[src/rtl/rbr_pkg.sv]
// Shared types and pure helper functions for the thermometer-to-RBR encoder.
// Functions take codes zero-extended to MAX_W bits plus the live width.
package rbr_pkg;

  typedef enum logic {
    RBR_STRICT = 1'b0,
    RBR_BUBBLE = 1'b1
  } rbr_mode_e;

  localparam int MAX_W = 32;

  function automatic int default_lut_entry(int level, int therm_w, int out_w);
    int cap;
    int d;
    int res;
    cap = (1 << out_w) - 1;
    d   = therm_w - level;
    res = (d < cap) ? d : cap;
    if (therm_w == 8 && out_w == 4) begin
      case (level)
        0, 1:    res = 9;
        2, 3:    res = 6;
        4:       res = 4;
        5:       res = 3;
        6:       res = 2;
        7:       res = 1;
        default: res = 0;
      endcase
    end
    return res;
  endfunction

  // Strict codes are a run of ones from the MSB followed only by zeros.
  function automatic logic therm_is_valid(logic [MAX_W-1:0] code, int w);
    logic seen_zero;
    logic ok;
    seen_zero = 1'b0;
    ok        = 1'b1;
    for (int i = MAX_W - 1; i >= 0; i--) begin
      if (i < w) begin
        if (!code[i]) seen_zero = 1'b1;
        else if (seen_zero) ok = 1'b0;
      end
    end
    return ok;
  endfunction

  function automatic int leading_ones(logic [MAX_W-1:0] code, int w);
    int  n;
    logic run;
    n   = 0;
    run = 1'b1;
    for (int i = MAX_W - 1; i >= 0; i--) begin
      if (i < w) begin
        if (run && code[i]) n++;
        else run = 1'b0;
      end
    end
    return n;
  endfunction

  function automatic int popcount(logic [MAX_W-1:0] code, int w);
    int n;
    n = 0;
    for (int i = 0; i < MAX_W; i++) begin
      if (i < w) n += int'(code[i]);
    end
    return n;
  endfunction

endpackage

[src/rtl/rbr_ch_decode.sv]
// Combinational per-channel decode: thermometer code to level plus a code-valid flag.
module rbr_ch_decode
  import rbr_pkg::*;
#(
  parameter int THERM_W = 8,
  parameter int LVL_W   = 4
) (
  input  logic [THERM_W-1:0] code,
  input  rbr_mode_e          mode,
  output logic [LVL_W-1:0]   level,
  output logic               code_ok
);

  logic [MAX_W-1:0] code_ext;

  assign code_ext = MAX_W'(code);

  // NOTE: every output gets a default first so no path through the block can infer a latch.
  always_comb begin
    level   = '0;
    code_ok = 1'b1;
    if (mode == RBR_BUBBLE) begin
      level = LVL_W'(popcount(code_ext, THERM_W));
    end else begin
      level   = LVL_W'(leading_ones(code_ext, THERM_W));
      code_ok = therm_is_valid(code_ext, THERM_W);
    end
  end

endmodule

[src/rtl/rbr_thermo_encoder.sv]
// Multi-channel thermometer encoder: decode, programmable LUT map, saturating
// batch accumulation and a registered valid/ready result port.
module rbr_thermo_encoder
  import rbr_pkg::*;
#(
  parameter  int NUM_CH  = 4,
  parameter  int THERM_W = 8,
  parameter  int OUT_W   = 4,
  parameter  int ACC_W   = 8,
  localparam int LVL_W   = $clog2(THERM_W + 1)
) (
  input  logic                      clk_i,
  input  logic                      rst_ni,
  input  logic                      valid_i,
  output logic                      ready_o,
  input  logic [NUM_CH*THERM_W-1:0] therm_i,
  input  logic                      mode_i,
  input  logic [3:0]                accum_len_i,
  input  logic                      lut_we_i,
  input  logic [LVL_W-1:0]          lut_addr_i,
  input  logic [OUT_W-1:0]          lut_data_i,
  output logic                      valid_o,
  input  logic                      ready_i,
  output logic [NUM_CH*ACC_W-1:0]   value_o,
  output logic [NUM_CH-1:0]         err_o
);

  logic [OUT_W-1:0]               lut [THERM_W+1];
  logic [NUM_CH-1:0][ACC_W-1:0]   acc;
  logic [NUM_CH-1:0][ACC_W-1:0]   sum;
  logic [NUM_CH-1:0]              err_acc;
  logic [NUM_CH-1:0]              bad;
  logic [3:0]                     cnt;
  logic [3:0]                     batch_len;
  logic [3:0]                     eff_len;
  logic                           accept;
  logic                           last;
  logic                           consume;

  assign ready_o = !(valid_o && !ready_i);
  assign accept  = valid_i && ready_o;
  assign consume = valid_o && ready_i;

  // The batch length is only live-sampled on the first sample of a batch.
  assign eff_len = (cnt != 4'd0) ? batch_len :
                   (accum_len_i == 4'd0) ? 4'd1 : accum_len_i;
  assign last    = accept && (({1'b0, cnt} + 5'd1) == {1'b0, eff_len});

  for (genvar c = 0; c < NUM_CH; c++) begin : g_ch
    logic [LVL_W-1:0] level;
    logic             code_ok;
    logic [OUT_W-1:0] mapped;
    logic [ACC_W:0]   wide;

    rbr_ch_decode #(
      .THERM_W (THERM_W),
      .LVL_W   (LVL_W)
    ) u_dec (
      .code    (therm_i[c*THERM_W +: THERM_W]),
      .mode    (rbr_mode_e'(mode_i)),
      .level   (level),
      .code_ok (code_ok)
    );

    assign mapped = code_ok ? lut[level] : '0;
    assign bad[c] = !code_ok;
    assign wide   = {1'b0, acc[c]} + (ACC_W+1)'(mapped);
    assign sum[c] = wide[ACC_W] ? '1 : wide[ACC_W-1:0];
  end

  // NOTE: the LUT is a small register file, so it can be reset to its default table;
  // a true RAM macro could not be and would need an init sequence instead.
  always_ff @(posedge clk_i or negedge rst_ni) begin
    if (!rst_ni) begin
      for (int i = 0; i <= THERM_W; i++) begin
        lut[i] <= OUT_W'(default_lut_entry(i, THERM_W, OUT_W));
      end
      acc       <= '0;
      err_acc   <= '0;
      cnt       <= '0;
      batch_len <= 4'd1;
      valid_o   <= 1'b0;
      value_o   <= '0;
      err_o     <= '0;
    end else begin
      // NOTE: non-blocking updates let a same-cycle sample read the old LUT entry.
      if (lut_we_i && (lut_addr_i <= LVL_W'(THERM_W))) begin
        lut[lut_addr_i] <= lut_data_i;
      end

      if (accept && cnt == 4'd0) batch_len <= eff_len;

      if (last) begin
        acc     <= '0;
        err_acc <= '0;
        cnt     <= '0;
        value_o <= sum;
        err_o   <= err_acc | bad;
        valid_o <= 1'b1;
      end else begin
        if (accept) begin
          acc     <= sum;
          err_acc <= err_acc | bad;
          cnt     <= cnt + 4'd1;
        end
        if (consume) valid_o <= 1'b0;
      end
    end
  end

endmodule

[config.mk]
export PLATFORM = sky130hd
export DESIGN_NAME = rbr_thermo_encoder
export DESIGN_NICKNAME = d
export VERILOG_FILES = /design/src/rtl/rbr_pkg.sv /design/src/rtl/rbr_ch_decode.sv /design/src/rtl/rbr_thermo_encoder.sv
export SDC_FILE = /design/constraint.sdc
export NUM_CORES = 1
export LEC_CHECK = 0
export BUFFER_PORTS_ARGS = -buffer_cell sky130_fd_sc_hd__buf_2
export CAP_MARGIN = 20
export CORE_MARGIN = 4
export CORE_UTILIZATION = 45
export DETAILED_ROUTE_END_ITERATION = 16
export HOLD_SLACK_MARGIN = 0.03
export RECOVER_POWER = 50
export SLEW_MARGIN = 0
export SYNTH_ARGS = -nofsm -noshare
export SYNTH_HDL_FRONTEND = slang
export SYNTH_SLANG_ARGS = --single-unit
[constraint.sdc]
create_clock -name clk_i -period 10.3 [get_ports clk_i]
set_input_delay 2.06 -clock clk_i [delete_from_list [all_inputs] [get_ports clk_i]]
set_output_delay 2.06 -clock clk_i [all_outputs]
set_load 0.05 [all_outputs]
==> results.md, run 1 <==
- Sequential fraction of the synthesis area: 0.2534
- Total GRT Usage: 0.2053
- CP required: 10.66 ns
- Post-synth cell types: 93
- Skew-Pair Late Insertion Delay: 0.42 ns
- Async SR Flop Fraction: 1.000
- Cells after Synth: 1302
- Count leader, synth: mux2i_1
- PD cells: 229.3 nW/um2
- Net count reported at finish: 1483
- Initial antenna violation count: 0
- RSZ-0062 raised after global routing: false
- Vias in the first global route: 9367
- Reg2Reg Capture Point: acc[5]
- Final Hold Viols: 0
- Worst vdd ir: 0.0001881 V
- Reg area: 2945 um2
- CP peak stage delay: 0.40 ns
- Via density: 5.889
- CTS hold repair buffers: 0
- Initial core utilization: 0.4589
- Critical Path End Type: flop
- Wire per inst: 17.46 um
- Worst Hold Launch: value_o[20]
- Pin count of the biggest net entering global routing: 91
- Max Cap Viol: 2
- Top post-synthesis cells by area: dfrtp_1, mux2i_1, ha_1, mux2_2, a21oi_1
- Post-Syn Area: 11620 um2
- Floorplan row count: 58
- Worst-Margin Slew: 4.109 ns
- Most used DFF post-synth: dfrtp_1
- DR DRC count: 0
- # diodes: 0
- Final Max Slew Viols: 120
- Final wirelength: 29230 um
- Hpwl dp: 21270 um
- First-pass GRT wire length: 48530 um
- Filler Cell Count: 2435
- Critical Path AT: 9.47 ns
- Die width: 168.7 um
- Outcome: finished, violations left
- WS Path Type: primary input to flop
- Critical-path maximum fanout: 13
- Syn Area/Cell: 8.928 um2
- CTS root buf: clkbuf_16
- Post-placement cell count: 1642
- CTS tree: built
- TritonCTS buffer count: 17
- Fin crit period: 9.114 ns
- Min-Delay Path Class: flop to flop
- Synthesized flop and latch total: 117
- Routed Antenna Nets: 0
- Fmax: 109.7 MHz
- Synth cell count leaders: mux2i_1, nor2_1, dfrtp_1
- Reg-to-reg critical path startpoint: lut[10]
- Reg2reg setup slack: 6.62 ns
- Gpl congestion: 0.9235
- Initial DRT Pass Iterations: 5
- Mapped Nets: 1454
- Fin Setup TNS: 0 ns
- Max Clock Skew: 0.01176 ns
- Setup bufs post-CTS: 0
- Synth area leader: dfrtp_1
- Worst hold stages: 1
- Post-Layout Cell Count: 1674
- Drt initial violations: 657
- Crit share post-route: 0.8848
- Grt ovf: 0
- Top Ports: 88
- R2R cell count: 14
- Vias: 9858
- Clock Tree Buf Depth: 2
- CTS H-tree lvls: 4
- Die Ht: 168.7 um
- CP Launch Type: primary input
- Yosys warns: 0
- Share of cells above drive strength 1: 0.1496
- Hold Crit Endpoint: value_o[20]
- Slew margin rel.: -1.739
- Slowest CP cell: fa_1
- Area delta synth->final: 8.977%
- Clock sinks: 117
- EDFF count, synth: 0
- Clock transition at path regs: 0.06 ns
- Top cell type's share of synthesized area: 0.2217
- Core Region: 25330 um2
- Final setup viols: 0
- Violated checks: max-capacitance violations, max-slew violations
- CTS resizes: 0
- Multi-input logic area: 8153 um2
- Full die area: 28470 um2
- Most used cell, CP: ha_1
- Port Buffers: 87
- Leak pwr: 0.005479 uW
-- cell families after synthesis --
kind of cell	after synthesis	synth area share
flip-flops	117	0.2534
buffers and inverters	120	0.04586
XOR/XNOR	56	0.05081
multiplexers	190	0.1755
AND/OR/NAND/NOR	405	0.1717
adder cells (fa/ha/maj)	102	0.1175
AO/OA/AOI/OAI	312	0.1853
-- metal layers --
layer  vias to the layer above  track usage  share of wire
li1                       4839            -              -
met1                      4740       0.2900           0.48
met2                       235       0.3256           0.45
met3                        44      0.03013          0.042
met4                         0      0.06493          0.021
met5                         -            0              0
-- how the worst max path moves through the flow --
stage               depth (start not counted)  slack (ns)     endpoint        start
CTS                                        36        1.22      acc[29]  therm_i[30]
floorplan                                  36        1.61  value_o[15]  therm_i[14]
global route                               36        0.56      acc[29]  therm_i[30]
detailed placement                         36        0.81      acc[29]  therm_i[30]
global placement                           36        1.00      acc[29]  therm_i[30]
finish                                     36        1.19      acc[29]  therm_i[30]
-- sequential cells by signal, summed over array words and instances, names as in the netlist --
name       flops
acc           32
cnt            4
value_o       32
valid_o        1
err_o          4
batch_len      4
err_acc        4
lut           36
-- cells in the final DEF (no fill, tap or decap), types with 16 or more instances in the layout --
cell,instances
ha_1,90
mux2_2,68
a21oi_1,91
inv_1,36
a31oi_1,19
dfrtp_1,103
o21ai_0,46
nor2b_1,23
nand2_1,99
nand2b_1,16
nand3_1,32
mux2i_1,116
xor2_1,17
clkbuf_1,42
o31ai_1,25
buf_2,46
xnor2_1,32
clkbuf_16,17
nor3_1,34
nor2_1,113
-- where the power goes --
group | switching, uW | internal [uW] | total, uW
clock network | 229 | 361 | 589
logic | 897 | 584 | 1480
registers | 200 | 635 | 835
-- layout make-up --
| type | count | area share |
|---|---|---|
| Clock buffer | 17 | 0.03358 |
| Clock inverter | 15 | 0.01343 |
| Inverter | 38 | 0.01126 |
| Multi-Input combinational cell | 1065 | 0.6436 |
| Sequential cell | 117 | 0.2325 |
| Tap cell | 330 | 0.03260 |
| Timing Repair Buffer | 92 | 0.03299 |
-- worst max-delay path, delay by kind of cell --
family | cells | cell delay, ns
AO/OA/AOI/OAI | 11 | 2.38
adder cells (fa/ha/maj) | 8 | 2.48
buffers and inverters | 4 | 0.57
multiplexers | 5 | 0.83
AND/OR/NAND/NOR | 8 | 1.16
-- through the flow --
| step | hold WS (ns) | setup slack [ns] | utilization | total power (uW) | instance area [um2] |
|---|---|---|---|---|---|
| 2_1_floorplan | 0.4551 | 1.610 | - | 1980 | 11620 |
| 3_3_place_gp | 0.4593 | 1.005 | 0.4789 | 2314 | 12130 |
| 3_5_place_dp | 0.4598 | 0.8147 | 0.4789 | 2333 | 12130 |
| 4_1_cts | 0.4725 | 1.221 | 0.5024 | 2938 | 12720 |
| 5_1_grt | 0.5022 | 0.5607 | 0.5001 | 3128 | 12670 |
| 6_report | 0.4774 | 1.186 | 0.5001 | 2905 | 12670 |
(Power assumes the default switching activity.)
==> inputs of run 2 (changes only) <==
--- a/config.mk
+++ b/config.mk
@@ -5,12 +5,13 @@
 export SDC_FILE = /design/constraint.sdc
 export NUM_CORES = 1
 export LEC_CHECK = 0
+export ABC_AREA = 1
 export BUFFER_PORTS_ARGS = -buffer_cell sky130_fd_sc_hd__buf_2
 export CAP_MARGIN = 20
-export CORE_MARGIN = 4
 export CORE_UTILIZATION = 45
 export DETAILED_ROUTE_END_ITERATION = 16
 export HOLD_SLACK_MARGIN = 0.03
+export PLACE_DENSITY = 0.65
 export RECOVER_POWER = 50
 export SLEW_MARGIN = 0
 export SYNTH_ARGS = -nofsm -noshare
==> constraint.sdc (replaced) <==
create_clock -name clk_i -period 8 [get_ports clk_i]
set_input_delay 1.6 -clock clk_i [delete_from_list [all_inputs] [get_ports clk_i]]
set_output_delay 1.6 -clock clk_i [all_outputs]
set_load 0.05 [all_outputs]
==> run 2 against run 1 <==
Compared with the run above:
- the run still ends with max-capacitance violations, max-slew violations left
- clock power increased by 23%
- critical path depth increased by 1
- sequential share of layout area increased by 0.91 points
- utilization increased by 1.3 points
- global-route usage increased by 2.7 points
- worst setup slack got worse by 0.43 ns
- wire length decreased by 4.5%
- area after synthesis decreased by 4.9%
- sequential power increased by 17%
- final cell count increased by 23%
- largest cell class unchanged
- largest power group unchanged
==> results.md, run 2 <==
- Outcome: finished, violations left
- Violated checks: max-capacitance violations, max-slew violations
- Simple-gate portion of the synthesized area: 0.3998 (+0.2281)
- Sequential fraction of the synthesis area: 0.2665 (+0.01314)
- RSZ-0062 raised after global routing: false
- Most used cell, CP: ha_1
- Biggest register: lut
- CTS tree: built
- Synth Area in Adders: 0.1236 (+0.006096)
- Vias: 10580 (+7.3%)
- Drt initial violations: 683 (+4.0%)
- # diodes: 0 (unchanged)
- Clk pwr share: 0.208 (+0.005)
- Comb pwr share: 0.514 (+0.004)
- PD cells: 287.0 nW/um2 (+25%)
- Max Cap Viol: 2 (unchanged)
- CTS resizes: 0 (unchanged)
- Initial antenna violation count: 0 (unchanged)
- Buf+Inv Stages, Crit Path: 5 (+1)
- Worst hold stages: 2 (+1)
- Final Hold Viols: 0 (unchanged)
- Clock transition at path regs: 0.05 ns (about the same)
- Post-Place Cell Area: 11680 um2 (-3.7%)
- Cells after Synth: 1654 (+27%)
- CTS root buf: clkbuf_16
- Count leader, synth: nand2_1
- Async SR Flop Fraction: 1.000 (unchanged)
- Setup bufs post-CTS: 0 (unchanged)
- Fmax: 138.0 MHz
- Final Instance Area: 12190 um2 (-3.8%)
- Post-Synth XOR/XNOR Area: 0.02061 (-0.03020)
- Critical-path maximum fanout: 12 (-1)
- Port Buffers: 87 (unchanged)
- Worst-Margin Slew: 3.855 ns (-0.2532 ns)
- WS Path Type: primary input to flop
- DR DRC count: 0 (unchanged)
- Sw Share: 0.4776 (+0.02118)
- Wire per inst: 13.57 um (-22%)
- Skew-Pair Late Insertion Delay: 0.42 ns (about the same)
- Final wirelength: 27910 um (-4.5%)
- Total GRT Usage: 0.2319 (+0.02658)
- Hpwl dp: 21310 um (+0.22%)
- CTS hold repair buffers: 0 (unchanged)
- Initial core utilization: 0.4652 (+0.006287)
- Grt ovf: 0 (unchanged)
- Min-Delay Path Class: flop to flop
- Sw Pwr: 1671 uW (+26%)
- Initial DRT Pass Iterations: 5 (unchanged)
- Area delta synth->final: 10.33%
- Mux cell area share after synthesis: 0 (-0.1755)
- Commonest non-fill, non-tap cells in the layout: nand2_1, nand3_1, inv_1, o21ai_0, nor2_1
- Clock Tree Buf Depth: 2 (unchanged)
- Routed Antenna Nets: 0 (unchanged)
- Post-Syn Area: 11050 um2 (-4.9%)
- Fin Setup TNS: 0 ns (unchanged)
- Max Clock Skew: 0.01326 ns (+0.001502 ns)
- Compound-gate portion of the synthesized area: 0.09726 (-0.08799)
- Top Registers: lut (36), acc (32), value_o (32)
- Final setup viols: 0 (unchanged)
- Crit share post-route: 0.9056
- Clock sinks: 117 (unchanged)
- Synth cell count leaders: nand2_1, nand3_1, inv_1
- Largest register FFs: 36 (unchanged)
- Post-synth cell types: 44 (-53%)
- Most used DFF post-synth: dfrtp_1
- Top post-synthesis cells by area: dfrtp_1, nand2_1, nand3_1, ha_1, inv_1
- TritonCTS buffer count: 17 (unchanged)
- Final Max Slew Viols: 120 (unchanged)
- Critical Path End Type: flop
- Critical Path AT: 7.59 ns (-1.88 ns)
- Fin crit period: 7.245 ns
- Mapped Nets: 1806 (+24%)
- Sequential power share: 0.278 (-0.009)
- CP required: 8.35 ns (-2.31 ns)
- R2R cell count: 18 (+4)
- Reg2reg setup slack: 4.51 ns (-2.11 ns)
- Synthesized flop and latch total: 117 (unchanged)
- P_int: 1828 uW (+16%)
- Slew margin rel.: -1.570 (+0.1688)
- Via density: 5.141 (-13%)
- Leak pwr: 0.006442 uW (+18%)
- Most common cell after layout, fill and taps aside: nand2_1
- CP Launch Type: primary input
- Full die area: 25190 um2 (-12%)
- Yosys warns: 0 (unchanged)
- Vias in the first global route: 10030 (+7.0%)
- Floorplan row count: 56 (-3.4%)
- Synth area leader: dfrtp_1
- Worst vdd ir: 0.0001608 V (-14%)
- Slowest CP cell: fa_1
- Net count reported at finish: 1877 (+27%)
- Largest family of logic cells by synthesized area: simple AND/OR/NAND/NOR gates
- Top Ports: 88 (unchanged)
- Syn Area/Cell: 6.681 um2 (-25%)
- Die Ht: 158.7 um (-5.9%)
- CTS H-tree lvls: 4 (unchanged)
- First-pass GRT wire length: 48520 um (about the same)
- Die width: 158.7 um (-5.9%)
- Top cell type's share of synthesized area: 0.2332 (+0.01150)
- Gpl congestion: 0.9181 (-0.58%)
- Pin count of the biggest net entering global routing: 73 (-20%)
- Share of cells above drive strength 1: 0.1059 (-0.04368)
- Delay-heaviest family, CP: simple AND/OR/NAND/NOR gates
- Core Region: 23750 um2 (-6.2%)
- Levels on crit path: 37 (+2.8%)
- CP peak stage delay: 0.39 ns (about the same)
- EDFF count, synth: 0 (unchanged)
run 2: cell count changes in the layout (fill, tap and decap cells not counted), moves of 22 or more:
cell     delta
a21oi_1    -42
inv_1     +164
mux2_2     -68
mux2i_1   -116
nand2_1   +385
nand3_1   +208
nor2b_1    -23
nor3_1     -22
o21ai_0    +72
run 2: final timing paths:
kind,end,from
max in group asynchronous,value_o[9],rst_ni
hold reg to reg,err_o[2],err_o[2]
min in group asynchronous,value_o[29],rst_ni
setup / recovery,acc[3],therm_i[6]
hold / removal,err_o[2],err_o[2]
setup reg to reg,acc[13],lut[28]
run 2: cell type report:
type,instances,area (um2)
inverters,208,780.7
well taps,319,399.1
clock buffers,22,444.2
repair buffers,91,424.2
clock inverters,10,108.9
flip-flops and latches,117,2945
multi-input cells,1290,7089
fillers,2445,11560
run 2: logic make-up after synthesis:
logic type	Yosys count
compound gates	205
flops	117
buf+inv	247
simple gates	957
xor+xnor	26
fa+ha+maj	102
run 2: worst register-to-register path: stages (launching register included):
cell	delay, ns
dfstp_2	0.53
inv_1	0.09
nand2_1	0.08
o21ai_1	0.09
inv_1	0.10
nand2_1	0.05
nand3_1	0.06
nand2_1	0.06
a21oi_1	0.23
ha_1	0.21
inv_1	0.05
fa_1	0.39
o31ai_1	0.42
inv_1	0.12
nor2_1	0.18
nand4_1	0.33
nand3_1	0.23
nand3_1	0.08
o21ai_0	0.09
run 2: metrics by stage:
stage / std cells / worst slack, ns / hold slack, ns / util / total power (uW)
2_1_floorplan: 1654 / 1.011 / 0.4479 / - / 2368
3_3_place_gp: 2025 / 0.4489 / 0.4612 / 0.4918 / 2767
3_5_place_dp: 2025 / 0.3520 / 0.4599 / 0.4918 / 2785
4_1_cts: 2057 / 0.7595 / 0.4756 / 0.5151 / 3531
5_1_grt: 2057 / 0.1150 / 0.4961 / 0.5133 / 3819
6_report: 2057 / 0.7549 / 0.4756 / 0.5133 / 3500
run 2: metal layers:
layer | track usage | wire length [um] | up-vias | share of wire
met1 | 0.3285 | 13980 | 4792 | 0.50
met5 | 0 | 0 | - | 0
met4 | 0.06355 | 509 | 0 | 0.018
li1 | - | - | 5528 | -
met3 | 0.03239 | 1237 | 35 | 0.044
met2 | 0.3664 | 12190 | 221 | 0.44
run 2: power by group through the flow:
stage / logic, uW / clock network [uW] / registers (uW)
floorplan: 1170 / 0 / 1200
global placement: 1790 / 0 / 976
detailed placement: 1810 / 0 / 974
CTS: 1820 / 739 / 970
global route: 2050 / 765 / 1000
finish: 1800 / 726 / 973
